--- src/rtl/telem_pkg.sv ---
// rtl/telem_pkg.sv - shared constants, state type and period sizing for telemetry_tx
// TELEM_CHKSUM_EN selects the 9-byte packet with a trailing checksum byte.
package telem_pkg;

   localparam logic [7:0] SYNC0 = 8'hAA;
   localparam logic [7:0] SYNC1 = 8'h55;

`ifdef TELEM_CHKSUM_EN
   localparam int NUM_BYTES = 9;
`else
   localparam int NUM_BYTES = 8;
`endif

   typedef enum logic [1:0] {
      IDLE = 2'd0,
      LOAD = 2'd1,
      SEND = 2'd2,
      NEXT = 2'd3
   } state_t;

   function automatic int period_width(input int fast_sim);
      return (fast_sim != 0) ? 16 : 22;
   endfunction

endpackage

--- src/rtl/uart_tx.sv ---
// rtl/uart_tx.sv - 8N1 UART transmitter, one frame per trmt pulse
// tx_done is combinational on the last stop-bit clk so the next frame can start with no gap.
module uart_tx #(
   parameter int BAUD_DIV = 434
) (
   input  logic       clk,
   input  logic       rst_n,
   input  logic       trmt,
   input  logic [7:0] tx_data,
   output logic       TX,
   output logic       tx_done
);

   localparam int BW = (BAUD_DIV > 1) ? $clog2(BAUD_DIV) : 1;

   logic [BW-1:0] baud_cnt;
   logic [3:0]    bit_cnt;
   logic [8:0]    shift;
   logic          active;
   logic          bit_end;

   assign bit_end = active && (baud_cnt == BW'(BAUD_DIV - 1));
   assign tx_done = bit_end && (bit_cnt == 4'd9);

   // shift carries {stop, data}; ones fill in behind so the stop bit falls out naturally
   always_ff @(posedge clk or negedge rst_n) begin
      if (!rst_n) begin
         TX       <= 1'b1;
         active   <= 1'b0;
         baud_cnt <= '0;
         bit_cnt  <= '0;
         shift    <= '1;
      end else if (trmt) begin
         TX       <= 1'b0;
         active   <= 1'b1;
         baud_cnt <= '0;
         bit_cnt  <= '0;
         shift    <= {1'b1, tx_data};
      end else if (active) begin
         if (bit_end) begin
            baud_cnt <= '0;
            if (bit_cnt == 4'd9) begin
               active <= 1'b0;
               TX     <= 1'b1;
            end else begin
               bit_cnt <= bit_cnt + 4'd1;
               TX      <= shift[0];
               shift   <= {1'b1, shift[8:1]};
            end
         end else begin
            baud_cnt <= baud_cnt + 1'b1;
         end
      end
   end

endmodule

--- src/rtl/telemetry_tx.sv ---
// rtl/telemetry_tx.sv - periodic batt/curr/torque telemetry packets over UART 8N1
// TELEM_CHKSUM_EN appends ~(sum of bytes 2..7) as a 9th byte.
module telemetry_tx
   import telem_pkg::*;
#(
   parameter int FAST_SIM = 1,
   parameter int BAUD_DIV = 434,
   parameter int PERIOD_W = period_width(FAST_SIM)
) (
   input  logic        clk,
   input  logic        rst_n,
   input  logic        en,
   input  logic [11:0] batt,
   input  logic [11:0] curr,
   input  logic [11:0] torque,
   output logic        TX,
   output logic        busy,
   output logic        drop
);

   logic [PERIOD_W-1:0] period_cnt;
   state_t              state;
   logic [3:0]          idx;
   logic [3:0]          send_idx;
   logic [11:0]         batt_s;
   logic [11:0]         curr_s;
   logic [11:0]         torque_s;
   logic                trigger;
   logic                trmt;
   logic                tx_done;
   logic                last_byte;
   logic [7:0]          tx_data;

   assign trigger   = en && (&period_cnt);
   assign last_byte = (idx == 4'(NUM_BYTES - 1));

   // Next byte is issued on the same clk the previous stop bit ends
   always_comb begin
      trmt     = 1'b0;
      send_idx = idx;
      if (state == IDLE) begin
         trmt     = trigger;
         send_idx = 4'd0;
      end else if (tx_done && !last_byte) begin
         trmt     = 1'b1;
         send_idx = idx + 4'd1;
      end
   end

`ifdef TELEM_CHKSUM_EN
   logic [7:0] chk_sum;

   always_ff @(posedge clk or negedge rst_n) begin
      if (!rst_n)
         chk_sum <= '0;
      else if (state == IDLE)
         chk_sum <= '0;
      else if (trmt && (send_idx >= 4'd2) && (send_idx <= 4'd7))
         chk_sum <= chk_sum + tx_data;
   end
`endif

   // Byte 0 is constant, so the trigger clk can use it before the shadows load
   always_comb begin
      tx_data = 8'hFF;
      case (send_idx)
         4'd0: tx_data = SYNC0;
         4'd1: tx_data = SYNC1;
         4'd2: tx_data = {4'h0, batt_s[11:8]};
         4'd3: tx_data = batt_s[7:0];
         4'd4: tx_data = {4'h0, curr_s[11:8]};
         4'd5: tx_data = curr_s[7:0];
         4'd6: tx_data = {4'h0, torque_s[11:8]};
         4'd7: tx_data = torque_s[7:0];
`ifdef TELEM_CHKSUM_EN
         4'd8: tx_data = ~chk_sum;
`endif
         default: tx_data = 8'hFF;
      endcase
   end

   always_ff @(posedge clk or negedge rst_n) begin
      if (!rst_n) begin
         period_cnt <= '0;
         state      <= IDLE;
         idx        <= '0;
         busy       <= 1'b0;
         drop       <= 1'b0;
         batt_s     <= '0;
         curr_s     <= '0;
         torque_s   <= '0;
      end else begin
         if (en)
            period_cnt <= period_cnt + 1'b1;
         drop <= trigger && (state != IDLE);
         case (state)
            IDLE: begin
               if (trigger) begin
                  state    <= SEND;
                  busy     <= 1'b1;
                  idx      <= '0;
                  batt_s   <= batt;
                  curr_s   <= curr;
                  torque_s <= torque;
               end
            end
            default: begin
               if (tx_done) begin
                  if (last_byte) begin
                     state <= IDLE;
                     busy  <= 1'b0;
                     idx   <= '0;
                  end else begin
                     idx <= idx + 4'd1;
                  end
               end
            end
         endcase
      end
   end

   uart_tx #(
      .BAUD_DIV(BAUD_DIV)
   ) u_uart_tx (
      .clk    (clk),
      .rst_n  (rst_n),
      .trmt   (trmt),
      .tx_data(tx_data),
      .TX     (TX),
      .tx_done(tx_done)
   );

endmodule

--- config.mk ---
export PLATFORM = sky130hd
export DESIGN_NAME = telemetry_tx
export DESIGN_NICKNAME = d
export VERILOG_FILES = /design/src/rtl/telem_pkg.sv /design/src/rtl/uart_tx.sv /design/src/rtl/telemetry_tx.sv
export SDC_FILE = /design/constraint.sdc
export NUM_CORES = 1
export LEC_CHECK = 0
export CAP_MARGIN = 15
export CORE_MARGIN = 2
export CORE_UTILIZATION = 57
export DETAILED_ROUTE_END_ITERATION = 8
export PLACE_DENSITY = 0.91
export SLEW_MARGIN = 30
export SYNTH_ARGS = -nofsm -noshare
export SYNTH_HDL_FRONTEND = slang
export SYNTH_SLANG_ARGS = --single-unit
--- constraint.sdc ---
create_clock -name clk -period 3.4 [get_ports clk]
set_input_delay 1.02 -clock clk [delete_from_list [all_inputs] [get_ports clk]]
set_output_delay 1.02 -clock clk [all_outputs]
set_load 0.02 [all_outputs]
==> results by stage <==
Status:
- The flow ran to the end, and the final reports show no timing, DRC or antenna violations.

STA:
- The count of endpoints failing setup in the final report is 0.
- Measured against its own limit, the worst slew margin works out to 52.67%.
- Clock skew on the completed layout was measured at 0.01132 ns.
- The setup TNS is 0 ns.
- On the final layout, the worst hold slack is 0.4693 ns.
- At the pin with the least slew margin, the transition time is 0.7100 ns.
- The final number of max-transition violations is 0.
- The routed design could run at a clock period as short as 2.962 ns.
- Based on the critical path, the design can be clocked at up to 0.3376 GHz.
- The final number of hold-violating endpoints was 0.
- The worst path uses 87.12% of the clock period.
- Setup repair after global routing left no endpoint under its margin.

Worst setup path:
- The slowest library cell on the worst path is clkdlybuf4s50_1.
- The kind of critical path is in -> reg.
- On the worst path, the slowest cell contributes a delay of 0.60 ns.
- The worst setup path is captured at a flip-flop.
- The required arrival time at the worst endpoint is 3.67 ns.
- STA classifies the critical path startpoint as an input pin.
- Of all nets on the critical path, the largest fanout is 7.
- The data arrival time of the critical path is 3.24 ns.
- Walking the worst path, the cells encountered are clkdlybuf4s50_1 -> and4_1 -> and3_1 -> nand4_1 -> o41ai_1 -> o21ai_0 -> a211oi_1 -> a21oi_1.

Place:
- Buffers placed on the I/O ports in this run total 41.
- After legalization and detailed placement, the total HPWL measured 6307 um.
- The global placer's final weighted congestion is 0.9175.
- After detailed placement, the design holds a cell count of 574.

Die:
- After floorplanning, the core was sized to cover 7137 um2.
- The horizontal die dimension is 89.11 um.
- Once the floorplan was initialized, standard cells occupied 57.85% of the core.
- The placement row count is 31.
- The die is 89.11 um tall.
- The number of ports placed on the die boundary is 42.
- The die outline area is 7941 um2.

Pwr:
- Overall power consumption after layout is estimated at 1.925 mW.
- For this design the ratio of total power to cell area is 396.9 nW/um2.
- The static leakage is 2.351 nW.
- The worst-case IR drop observed on VDD is 0.3160 mV.

Cells and area:
- The antenna diode count is 0.
- In the layout the commonest cells are 127 x nand2_1, 72 x dfrtp_1, 40 x clkdlybuf4s50_1, 33 x nor2_1, 18 x a21oi_1.
- The number of cells in the finished layout apart from fillers is 590.
- The most frequent standard cell in the layout excluding fill and tap cells is nand2_1.
- After the last flow step, the layout net total stands at 531.
- The layout-stage area growth over the synthesis result is 17.42%.
- The fraction of layout instances using a drive strength above 1 is 12.83%.

Synthesis:
- The synthesized design contains 81 register bits.
- The number of warning messages in the yosys log is 0.
- The net count after synthesis is 492.
- In this run, distinct cell masters in the synthesized netlist total 63.
- The count of flip-flops with a built-in enable after synthesis is 0.
- The average footprint of a synthesized cell is 9.237 um2.
- For this run, the register share of the synthesized area comes to 49.36%.
- For this run, the leading register cell type out of synthesis is dfrtp_1.
- The cell area that synthesis handed to floorplanning was 4129 um2.
- The share of flip-flops with an asynchronous set or reset is 100.0%.
- The instance count of the mapped netlist is 447.

Routing:
- After the first detailed-routing iteration, the DRC count stood at 387.
- The via density per instance is 5.771.
- The first-pass iteration count of the detailed router is 5.
- The routed wire length is 9204 um.
- Once detail routing completed, the nets flagged for antenna violations numbered 0.
- The routed via count is 3405.
- In the final routed layout, each cell accounts on average for 15.60 um.
- The number of design rule violations left after detail routing is 0.

Clock network:
- In this run, post-CTS repair resized a total of 0 instances.
- The TritonCTS clock tree is yes.
- The number of sinks driven by the clock tree is 81.
- The number of clock buffers added by TritonCTS is 9.
- In this run, post-CTS hold repair placed 0 buffers.
- The maximum count of clock buffers along a single path is 2.
- The total number of H-tree levels is 3.
- The number of buffers added for setup after CTS is 0.
- The clock transition at the register clock pins on the worst setup and hold paths after CTS is 0.08 ns.
- The later pin in the worst-skew pair is clocked with a latency of 0.35 ns.
- The tree is rooted in a clkbuf_8.

Global route:
- The first global-routing pass estimated 15680 um of wire.
- The maximum number of pins on one net before global-route repair is 82.
- The aggregate global-route resource usage is 25.58%.
- The final global-route overflow total is 0.
- The number of antenna violations at the first check in global routing was 0.
- The via count of the first global-routing pass is 3259.

Min path:
- The worst hold path belongs to the class reg -> reg.

Flow run:
- Max-cap violations in this run came to 0.
flip-flops by register name, summed over array words and instances (netlist names):
signal              count
period_cnt             16
curr_s                 12
u_uart_tx.shift         8
u_uart_tx.TX            1
batt_s                 12
u_uart_tx.baud_cnt      9
drop                    1
torque_s               12
idx                     4
u_uart_tx.active        1
busy                    1
u_uart_tx.bit_cnt       4
layout make-up:
type                       count  area, um2
clock inverter                 4      50.05
multi-input combinational    335       1962
sequential                    81       2038
fill                         542       2288
clock buffer                  12      165.2
timing repair buffer          49      471.7
tap                           99      123.9
inverter                      10      37.54
where the power goes:
part           leakage [nW]  switching, mW  internal, mW
sequential            0.999         0.0453          1.00
clock                 0.105          0.348         0.398
combinational          1.25         0.0535        0.0773
worst max-delay path: cells and delay by family:
family                 cells  cell delay, ns
AOI/OAI and AO/OA          4            0.89
and+or+nand+nor            3            0.74
buffers and inverters      1            0.60
worst paths after layout:
check                                 start                     to  slack, ns  cells after the start
hold reg to reg              period_cnt[11]         period_cnt[11]       0.47                      1
setup / recovery                         en     u_uart_tx.shift[1]       0.44                      8
min in group asynchronous             rst_n  u_uart_tx.baud_cnt[2]       0.70                      1
hold / removal               period_cnt[11]         period_cnt[11]       0.47                      1
setup reg to reg           u_uart_tx.active     u_uart_tx.shift[1]       0.45                      7
max in group asynchronous             rst_n              batt_s[5]       2.22                      1
per-layer routing:
layer	part of all wire, %	GRT usage (%)
met1	44	35.05
met2	49	40.74
met3	5.3	5.263
met4	2.1	9.091
met5	0	0
cell families (layout without fill, tap and decap cells):
group	count (synthesis)	in the layout	synth area share, %
xor gates and xnor gates	25	25	5.303
muxes	13	13	3.424
adders and majority gates	6	6	1.818
AOI/OAI and AO/OA	67	67	11.45
buffers and inverters	31	75	3.121
and+or+nand+nor	224	224	25.52
DFF	81	81	49.36
cells in the mapped netlist, types with 6 or more instances:
master	instances	share of area [%]
nand3_1	11	1.3
a21oi_1	18	2.2
xor2_1	12	2.5
mux2_2	9	2.5
o21ai_0	14	1.7
nor2_1	33	3.0
xnor2_1	13	2.8
nor3_1	8	0.97
inv_1	10	0.91
nand4_1	7	1.1
dfrtp_1	72	44
ha_1	6	1.8
dfstp_2	9	5.7
clkbuf_1	18	1.6
nand2_1	127	12
metrics by stage:
step	area (um2)	util [%]	setup slack, ns
6_report	4848	67.93	0.4379
5_1_grt	4848	67.93	0.2848
4_1_cts	4845	67.88	0.4631
3_5_place_dp	4629	64.87	0.1547
3_3_place_gp	4629	64.87	0.2117
2_1_floorplan	4129	-	0.6823
No activity file was read; power rests on OpenSTA's default activity.
